<file path="src/rtl/wash_sequencer_pkg.sv">
// wash_sequencer_pkg: shared definitions for the washing-machine sequencer.
//   - default durations (in 1 s ticks) and default timer width
//   - state codes 0..8 as an enum
//   - actuator bundle and the state -> actuator decode
package wash_sequencer_pkg;

  localparam int DEF_TW        = 8;
  localparam int DEF_WASH_S    = 20;
  localparam int DEF_RINSE_S   = 10;
  localparam int DEF_SPIN_S    = 15;
  localparam int DEF_DRAIN_S   = 5;
  localparam int DEF_FILL_TO_S = 30;

  typedef enum logic [3:0] {
    ST_IDLE  = 4'd0,
    ST_FILL  = 4'd1,
    ST_WASH  = 4'd2,
    ST_DRAIN = 4'd3,
    ST_RFILL = 4'd4,
    ST_RINSE = 4'd5,
    ST_SPIN  = 4'd6,
    ST_DONE  = 4'd7,
    ST_FAULT = 4'd8
  } state_t;

  typedef struct packed {
    logic fill_valve;
    logic drain_valve;
    logic motor_on;
    logic motor_fast;
    logic door_lock;
    logic done;
    logic fault;
  } act_t;

  // FILL through SPIN: door locked, timer running, pause honoured.
  function automatic logic in_program(state_t s);
    return (s == ST_FILL) || (s == ST_WASH) || (s == ST_DRAIN) ||
           (s == ST_RFILL) || (s == ST_RINSE) || (s == ST_SPIN);
  endfunction

  // Actuator decode. Pause drops valves and motor but keeps the door locked.
  function automatic act_t actuators(state_t s, logic paused);
    act_t a;
    a           = '0;
    a.door_lock = in_program(s);
    a.done      = (s == ST_DONE);
    a.fault     = (s == ST_FAULT);
    if (!paused) begin
      case (s)
        ST_FILL, ST_RFILL: a.fill_valve = 1'b1;
        ST_WASH, ST_RINSE: a.motor_on   = 1'b1;
        ST_DRAIN:          a.drain_valve = 1'b1;
        ST_SPIN: begin
          a.motor_on    = 1'b1;
          a.motor_fast  = 1'b1;
          a.drain_valve = 1'b1;
        end
        default: ;
      endcase
    end
    return a;
  endfunction

endpackage

</file>
<file path="src/rtl/wash_sequencer_sec_timer.sv">
// sec_timer: loadable down-counter of remaining seconds.
//   clk, rst      clock, asynchronous active-high reset
//   load,load_val load has priority over counting
//   en            count enable (tick & ~pause, gated to timed states)
//   count         current value
//   expire        en while count == 1: the last second of the state
module sec_timer #(
  parameter int TW = 8
) (
  input  logic          clk,
  input  logic          rst,
  input  logic          load,
  input  logic [TW-1:0] load_val,
  input  logic          en,
  output logic [TW-1:0] count,
  output logic          expire
);

  // NOTE: sequential state is written with non-blocking assignments only, so
  // every register samples pre-edge values regardless of process ordering.
  always_ff @(posedge clk or posedge rst) begin
    if (rst) begin
      count <= '0;
    end else if (load) begin
      count <= load_val;
    end else if (en) begin
      count <= count - TW'(1);
    end
  end

  assign expire = en && (count == TW'(1));

endmodule

</file>
<file path="src/rtl/wash_sequencer.sv">
// wash_sequencer: runs one program FILL -> WASH -> DRAIN -> RFILL -> RINSE ->
// SPIN -> DONE, with pause, cancel (drain then idle) and fill-timeout FAULT.
//   clk, rst        clock, asynchronous active-high reset
//   tick            one-cycle enable per second
//   start           start level; a rising edge starts a program from IDLE
//   pause           freezes timer and actuators (door stays locked)
//   cancel          abort request
//   water_full      level sensor ending a fill
//   fill_valve .. fault   registered actuator / status outputs
//   state_o         current state code
//   secs_left       remaining ticks in the current state
// All durations must lie in 1..2^TW-1.
module wash_sequencer
  import wash_sequencer_pkg::*;
#(
  parameter int WASH_S    = DEF_WASH_S,
  parameter int RINSE_S   = DEF_RINSE_S,
  parameter int SPIN_S    = DEF_SPIN_S,
  parameter int DRAIN_S   = DEF_DRAIN_S,
  parameter int FILL_TO_S = DEF_FILL_TO_S,
  parameter int TW        = DEF_TW
) (
  input  logic          clk,
  input  logic          rst,
  input  logic          tick,
  input  logic          start,
  input  logic          pause,
  input  logic          cancel,
  input  logic          water_full,
  output logic          fill_valve,
  output logic          drain_valve,
  output logic          motor_on,
  output logic          motor_fast,
  output logic          door_lock,
  output logic          done,
  output logic          fault,
  output logic [3:0]    state_o,
  output logic [TW-1:0] secs_left
);

  state_t        state, state_nx;
  logic          abort, abort_nx;
  logic          start_q;
  act_t          act, act_nx;
  logic          load;
  logic [TW-1:0] load_val;
  logic          timer_en;
  logic          expire;
  logic          start_rise;
  logic          full_seen;

  assign start_rise = start & ~start_q;
  assign timer_en   = tick & ~pause & in_program(state);
  // A paused fill ignores the sensor.
  assign full_seen  = water_full & ~pause;

  sec_timer #(.TW(TW)) u_timer (
    .clk      (clk),
    .rst      (rst),
    .load     (load),
    .load_val (load_val),
    .en       (timer_en),
    .count    (secs_left),
    .expire   (expire)
  );

  // State register, with the registered outputs updating on the same edge.
  always_ff @(posedge clk or posedge rst) begin
    if (rst) begin
      state   <= ST_IDLE;
      abort   <= 1'b0;
      start_q <= 1'b0;
      act     <= '0;
    end else begin
      state   <= state_nx;
      abort   <= abort_nx;
      start_q <= start;
      act     <= act_nx;
    end
  end

  // Next state and timer load. Cancel outranks pause, which outranks
  // tick/water_full; pause needs no branch of its own because it already
  // gates both timer_en and full_seen.
  always_comb begin
    // NOTE: every signal driven here gets a default first, so no path can
    // leave it unassigned and infer a latch.
    state_nx = state;
    abort_nx = abort;
    load     = 1'b0;
    load_val = '0;
    if (cancel && in_program(state) && (state != ST_DRAIN)) begin
      state_nx = ST_DRAIN;
      load     = 1'b1;
      load_val = TW'(DRAIN_S);
      abort_nx = 1'b1;
    end else if (cancel && (state == ST_FAULT)) begin
      state_nx = ST_IDLE;
      load     = 1'b1;
    end else begin
      case (state)
        ST_IDLE: if (start_rise) begin
          state_nx = ST_FILL;
          load     = 1'b1;
          load_val = TW'(FILL_TO_S);
        end
        ST_FILL, ST_RFILL: begin
          if (full_seen) begin
            state_nx = (state == ST_FILL) ? ST_WASH : ST_RINSE;
            load     = 1'b1;
            load_val = (state == ST_FILL) ? TW'(WASH_S) : TW'(RINSE_S);
          end else if (expire) begin
            state_nx = ST_FAULT;
            load     = 1'b1;
          end
        end
        ST_WASH: if (expire) begin
          state_nx = ST_DRAIN;
          load     = 1'b1;
          load_val = TW'(DRAIN_S);
        end
        ST_DRAIN: if (expire) begin
          abort_nx = 1'b0;
          load     = 1'b1;
          if (abort) begin
            state_nx = ST_IDLE;
          end else begin
            state_nx = ST_RFILL;
            load_val = TW'(FILL_TO_S);
          end
        end
        ST_RINSE: if (expire) begin
          state_nx = ST_SPIN;
          load     = 1'b1;
          load_val = TW'(SPIN_S);
        end
        ST_SPIN: if (expire) begin
          state_nx = ST_DONE;
          load     = 1'b1;
        end
        ST_DONE: if (tick) begin
          state_nx = ST_IDLE;
          load     = 1'b1;
        end
        ST_FAULT: ;
        default: begin
          state_nx = ST_IDLE;
          abort_nx = 1'b0;
          load     = 1'b1;
        end
      endcase
    end
  end

  // Output decode from the upcoming state, registered above.
  always_comb begin
    act_nx = actuators(state_nx, pause);
  end

  assign fill_valve  = act.fill_valve;
  assign drain_valve = act.drain_valve;
  assign motor_on    = act.motor_on;
  assign motor_fast  = act.motor_fast;
  assign door_lock   = act.door_lock;
  assign done        = act.done;
  assign fault       = act.fault;
  assign state_o     = state;

endmodule

</file>
<file path="config.mk">
export PLATFORM = sky130hd
export DESIGN_NAME = wash_sequencer
export DESIGN_NICKNAME = d
export VERILOG_FILES = /design/src/rtl/wash_sequencer_pkg.sv /design/src/rtl/wash_sequencer_sec_timer.sv /design/src/rtl/wash_sequencer.sv
export SDC_FILE = /design/constraint.sdc
export NUM_CORES = 1
export LEC_CHECK = 0
export CORE_MARGIN = 4
export CORE_UTILIZATION = 45
export DETAILED_ROUTE_END_ITERATION = 6
export PLACE_DENSITY = 0.79
export SYNTH_ARGS = -nofsm -noshare
export SYNTH_HDL_FRONTEND = slang
export SYNTH_HIERARCHICAL = 1
export SYNTH_SLANG_ARGS = --single-unit
export TNS_END_PERCENT = 30
</file>
<file path="constraint.sdc">
create_clock -name clk -period 4.5 [get_ports clk]
set_input_delay 0.45 -clock clk [delete_from_list [all_inputs] [get_ports clk]]
set_output_delay 0.45 -clock clk [all_outputs]
set_load 0.03 [all_outputs]
</file>
==> Flow_metrics.wiki <==
{| class="wikitable"
! Metric !! Value
|-
| Count of nets left with antenna violations after detail routing || 0
|-
| PwrDens || roughly 560 nW/um^2
|-
| Fraction of power consumed by the clock network || under 10%
|-
| CTS max path bufs || 2
|-
| Slew at the pin closest to its max-slew limit || 0.762 ns
|-
| Layout area overhead || 18.6%
|-
| Number of enable-type register cells in the synthesized netlist || 0
|-
| Share of power burned in combinational logic || between 50% and 60%
|-
| Worst-case vdd ir drop || around 0.35 mV
|-
| DR WL/cell || approximately 15 um
|-
| Final Critical Period || between 3 and 4 ns
|-
| Synth Flop Type || sky130_fd_sc_hd__dfrtp_1
|-
| Synth Area per Inst || 9.66 sq um
|-
| Drt first-iter violations || 50
|-
| Half-perimeter wire length after placement || between 2000 and 2500 um
|-
| Count of hold buffers inserted by post-cts repair || 0
|-
| Maximum number of pins on one net before global-route repair || 25
|-
| Via total after detailed routing || 1,246
|-
| Y dimension of the die || between 60 and 70 um
|-
| Top achievable clock speed || 293 MHz
|-
| Clock tree sinks || 21
|-
| Critical path peak fanout || 24
|-
| Capturing element type of the critical path || register
|-
| Clock Root Buffer || sky130_fd_sc_hd__clkbuf_4
|-
| Final wirelength || ~3300 um
|-
| List of cells traversed by the critical path || nor3_2, a2111oi_0, buf_4, nand2_1, nor4_1, buf_4, nand2b_1, a311oi_1, o21ai_0, nand3_1, inv_1, o211ai_1, nand3_1
|-
| Slew margin rel. || slightly below 50%
|-
| Effective utilization at floorplan || between 40 and 50%
|-
| Count of antenna diodes in the layout || 0
|-
| Clock skew after layout || approximately 0.0037 ns
|-
| Htree depth || 1
|-
| Share of async-settable or async-resettable flops after synthesis || 100%
|-
| Hold slack final || 0.410 ns
|-
| Via count of the first global-routing pass || around 1,300
|-
| Setup TNS || 0 ns
|-
| Via density per instance || 5.56
|-
| Number of buffers added by the clock tree synthesis step || 3
|-
| Max-cap viol count || 0
|-
| Filler cell count in the final layout || 277
|-
| Number of synthesized register bits || 21
|-
| DRC viols || 0
|-
| Number of detailed-routing iterations run before antenna repair || 4
|-
| Kind of cell adding the most delay to the critical path || simple AND/OR/NAND/NOR gates
|-
| Clock transition at the registers of the reported paths || approximately 0.12 ns
|-
| Die footprint || ~4300 sq um
|-
| Number of ports placed on the die boundary || 26
|-
| Antenna violations before repair || 0
|-
| Layout net count || 190
|-
| Largest stage delay on the critical path || between 0.8 and 0.9 ns
|-
| Tcrit/Tclk final || between 70% and 80%
|-
| Status || finished, final reports clean
|-
| Switching share of power || between 40% and 50%
|-
| Design Area, Final || 1790 sq um
|-
| P_leak || 0.694 nW
|-
| Total setup buffers inserted after CTS || 0
|-
| Design internal power || around 530 uW
|-
| Sort of element at the start of the critical path || register
|-
| Quantity of gates resized following cts || 0
|-
| Quantity of I/O buffers inserted on ports || 25
|-
| CTS tree || done
|-
| Required time worst endpoint || about 4.7 ns
|-
| Sequential share of the synthesized area || between 30% and 40%
|-
| Standard-cell row count || 20
|-
| GR Overflow Total || 0
|-
| Final count of hold timing violations || 0
|-
| Wire length of the first global-routing pass || 5840 um
|-
| Slowest cell on the critical path || sky130_fd_sc_hd__dfrtp_1
|-
| Sequential fraction of design power || between 30% and 40%
|-
| Path type of the worst setup path || reg -> reg
|-
| Clock network latency to the later pin of the worst-skew pair || roughly 0.3 ns
|-
| Hold/Removal Path Class || in -> async
|-
| Unrepaired setup endpoints after global routing || no
|-
| Count of different cell masters after synthesis || just over 60
|-
| Post-synthesis instance area || 1510 sq um
|-
| Share of cells above drive strength 1 || a little under a fifth
|-
| Overall Global Routing Usage || 16.9%
|-
| Placeable core area || 3130 sq um
|-
| CP arrival || between 3 and 4 ns
|-
| Final Max Slew Viols || 0
|-
| Die Wd || 65.9 um
|-
| CP Buf/Inv Count || 3
|-
| Gpl congestion || roughly 0.85
|-
| Setup-violating endpoint count in the final report || 0
|-
| Sw Pwr || 481 uW
|-
| Post-Synthesis Cells || 156
|-
| Warnings from Yosys || 6
|-
| DP Area || approximately 1800 sq um
|}
[path summary, 6_finish.rpt]
path	endpoint	slack (ns)	from	cells past startpoint
setup / recovery	u_timer/count[6]	1.09	state_o[0]	13
hold / removal	u_timer/count[2]	0.41	rst	2
setup reg to reg	u_timer/count[6]	1.09	state_o[0]	13
hold reg to reg	abort	0.57	abort	1
max in group asynchronous	state_o[2]	3.71	rst	2
min in group clk	abort	0.57	abort	1
[metal layers]
layer / track usage [%] / part of all wire (%) / up-vias / routed length, um
met4: 2.59 / 1.4 / 0 / 45
met2: 30.3 / 52 / 34 / 1710
met3: 4.42 / 4.5 / 4 / 148
met5: 0 / 0 / - / 0
li1: - / - / 605 / -
met1: 20.4 / 42 / 603 / 1400
[area by class of cell]
| class | count | area (sq um) | share of cell area [%] |
|---|---|---|---|
| clock inverter | 1 | 5.00 | 0.280 |
| multi-input combinational | 121 | 887 | 49.6 |
| sequential | 21 | 526 | 29.4 |
| clock buffer | 3 | 22.5 | 1.26 |
| inverter | 7 | 26.3 | 1.47 |
| timing repair buffer | 27 | 265 | 14.8 |
| tap | 44 | 55.1 | 3.08 |
[through the flow]
stage          std cells  worst slack, ns  utilization (%)  power (mW)
3_3_place_gp         220             1.13             56.2       0.903
6_report             224             1.09             57.1        1.01
2_1_floorplan        158            0.890                -       0.772
3_5_place_dp         220             1.02             56.2       0.920
5_1_grt              224            0.631             57.1        1.09
4_1_cts              224             1.09             57.1        1.01
[cell usage in the layout, fill, tap and decap left out, drive strengths merged, types with 3 or more instances in the layout]
cell | synthesis | final
nand2b | 7 | 7
nor4 | 4 | 4
clkbuf | 2 | 3
o21a | 3 | 3
or3 | 5 | 5
or2b | 3 | 3
clkdlybuf4s50 | 0 | 25
o21ai | 11 | 11
a2111oi | 3 | 3
nand3 | 3 | 3
dfrtp | 21 | 21
a21oi | 4 | 4
nor3 | 5 | 5
or4 | 4 | 4
xnor2 | 3 | 3
o211ai | 3 | 3
nand2 | 18 | 18
conb | 1 | 3
inv | 7 | 7
nor2 | 11 | 11
[cell usage after synthesis, types with 2 or more instances]
cell	n	area, sq um
sky130_fd_sc_hd__dfrtp_1	21	526
sky130_fd_sc_hd__nand2_1	18	67.6
sky130_fd_sc_hd__nor2_1	11	41.3
sky130_fd_sc_hd__o21ai_0	10	50.1
sky130_fd_sc_hd__inv_1	6	22.5
sky130_fd_sc_hd__nand2b_1	6	37.5
sky130_fd_sc_hd__a21oi_1	4	20.0
sky130_fd_sc_hd__nand3_1	3	15.0
sky130_fd_sc_hd__nor3_2	3	30.0
sky130_fd_sc_hd__o211ai_1	3	22.5
sky130_fd_sc_hd__or4_1	3	22.5
sky130_fd_sc_hd__xnor2_1	3	26.3
sky130_fd_sc_hd__a31oi_1	2	12.5
sky130_fd_sc_hd__and2_1	2	12.5
sky130_fd_sc_hd__and3_1	2	12.5
sky130_fd_sc_hd__buf_2	2	10.0
sky130_fd_sc_hd__buf_4	2	15.0
sky130_fd_sc_hd__buf_6	2	22.5
sky130_fd_sc_hd__clkbuf_1	2	7.51
sky130_fd_sc_hd__ha_1	2	25.0
sky130_fd_sc_hd__mux2i_1	2	20.0
sky130_fd_sc_hd__nor3_1	2	10.0
sky130_fd_sc_hd__nor4_1	2	12.5
sky130_fd_sc_hd__nor4_2	2	25.0
sky130_fd_sc_hd__o21a_1	2	15.0
sky130_fd_sc_hd__or2b_1	2	15.0
sky130_fd_sc_hd__or3_1	2	12.5
sky130_fd_sc_hd__or3_2	2	15.0
[sequential cells by signal, summed over array words and instances (netlist names)]
register and count:
abort 1, done 1, door_lock 1, drain_valve 1, fault 1, fill_valve 1, motor_fast 1, motor_on 1
start_q 1, state_o 4, u_timer/count 8
[logic make-up after synthesis]
logic type | after synthesis | synth area share, %
AO/OA/AOI/OAI | 37 | 21.3
flip-flops | 21 | 34.9
other | 1 | 0.249
AND/OR/NAND/NOR | 72 | 30.7
multiplexers | 3 | 2.08
adder cells (fa/ha/maj) | 2 | 1.66
buffers and inverters | 16 | 6.73
XOR/XNOR | 4 | 2.33
[power groups by stage]
stage,registers (mW),logic (mW),clock network (mW)
finish,0.341,0.579,0.0892
global route,0.355,0.630,0.104
CTS,0.339,0.580,0.0937
detailed placement,0.342,0.578,0
global placement,0.339,0.564,0
floorplan,0.396,0.376,0
Power figures use the tool's default switching activity.
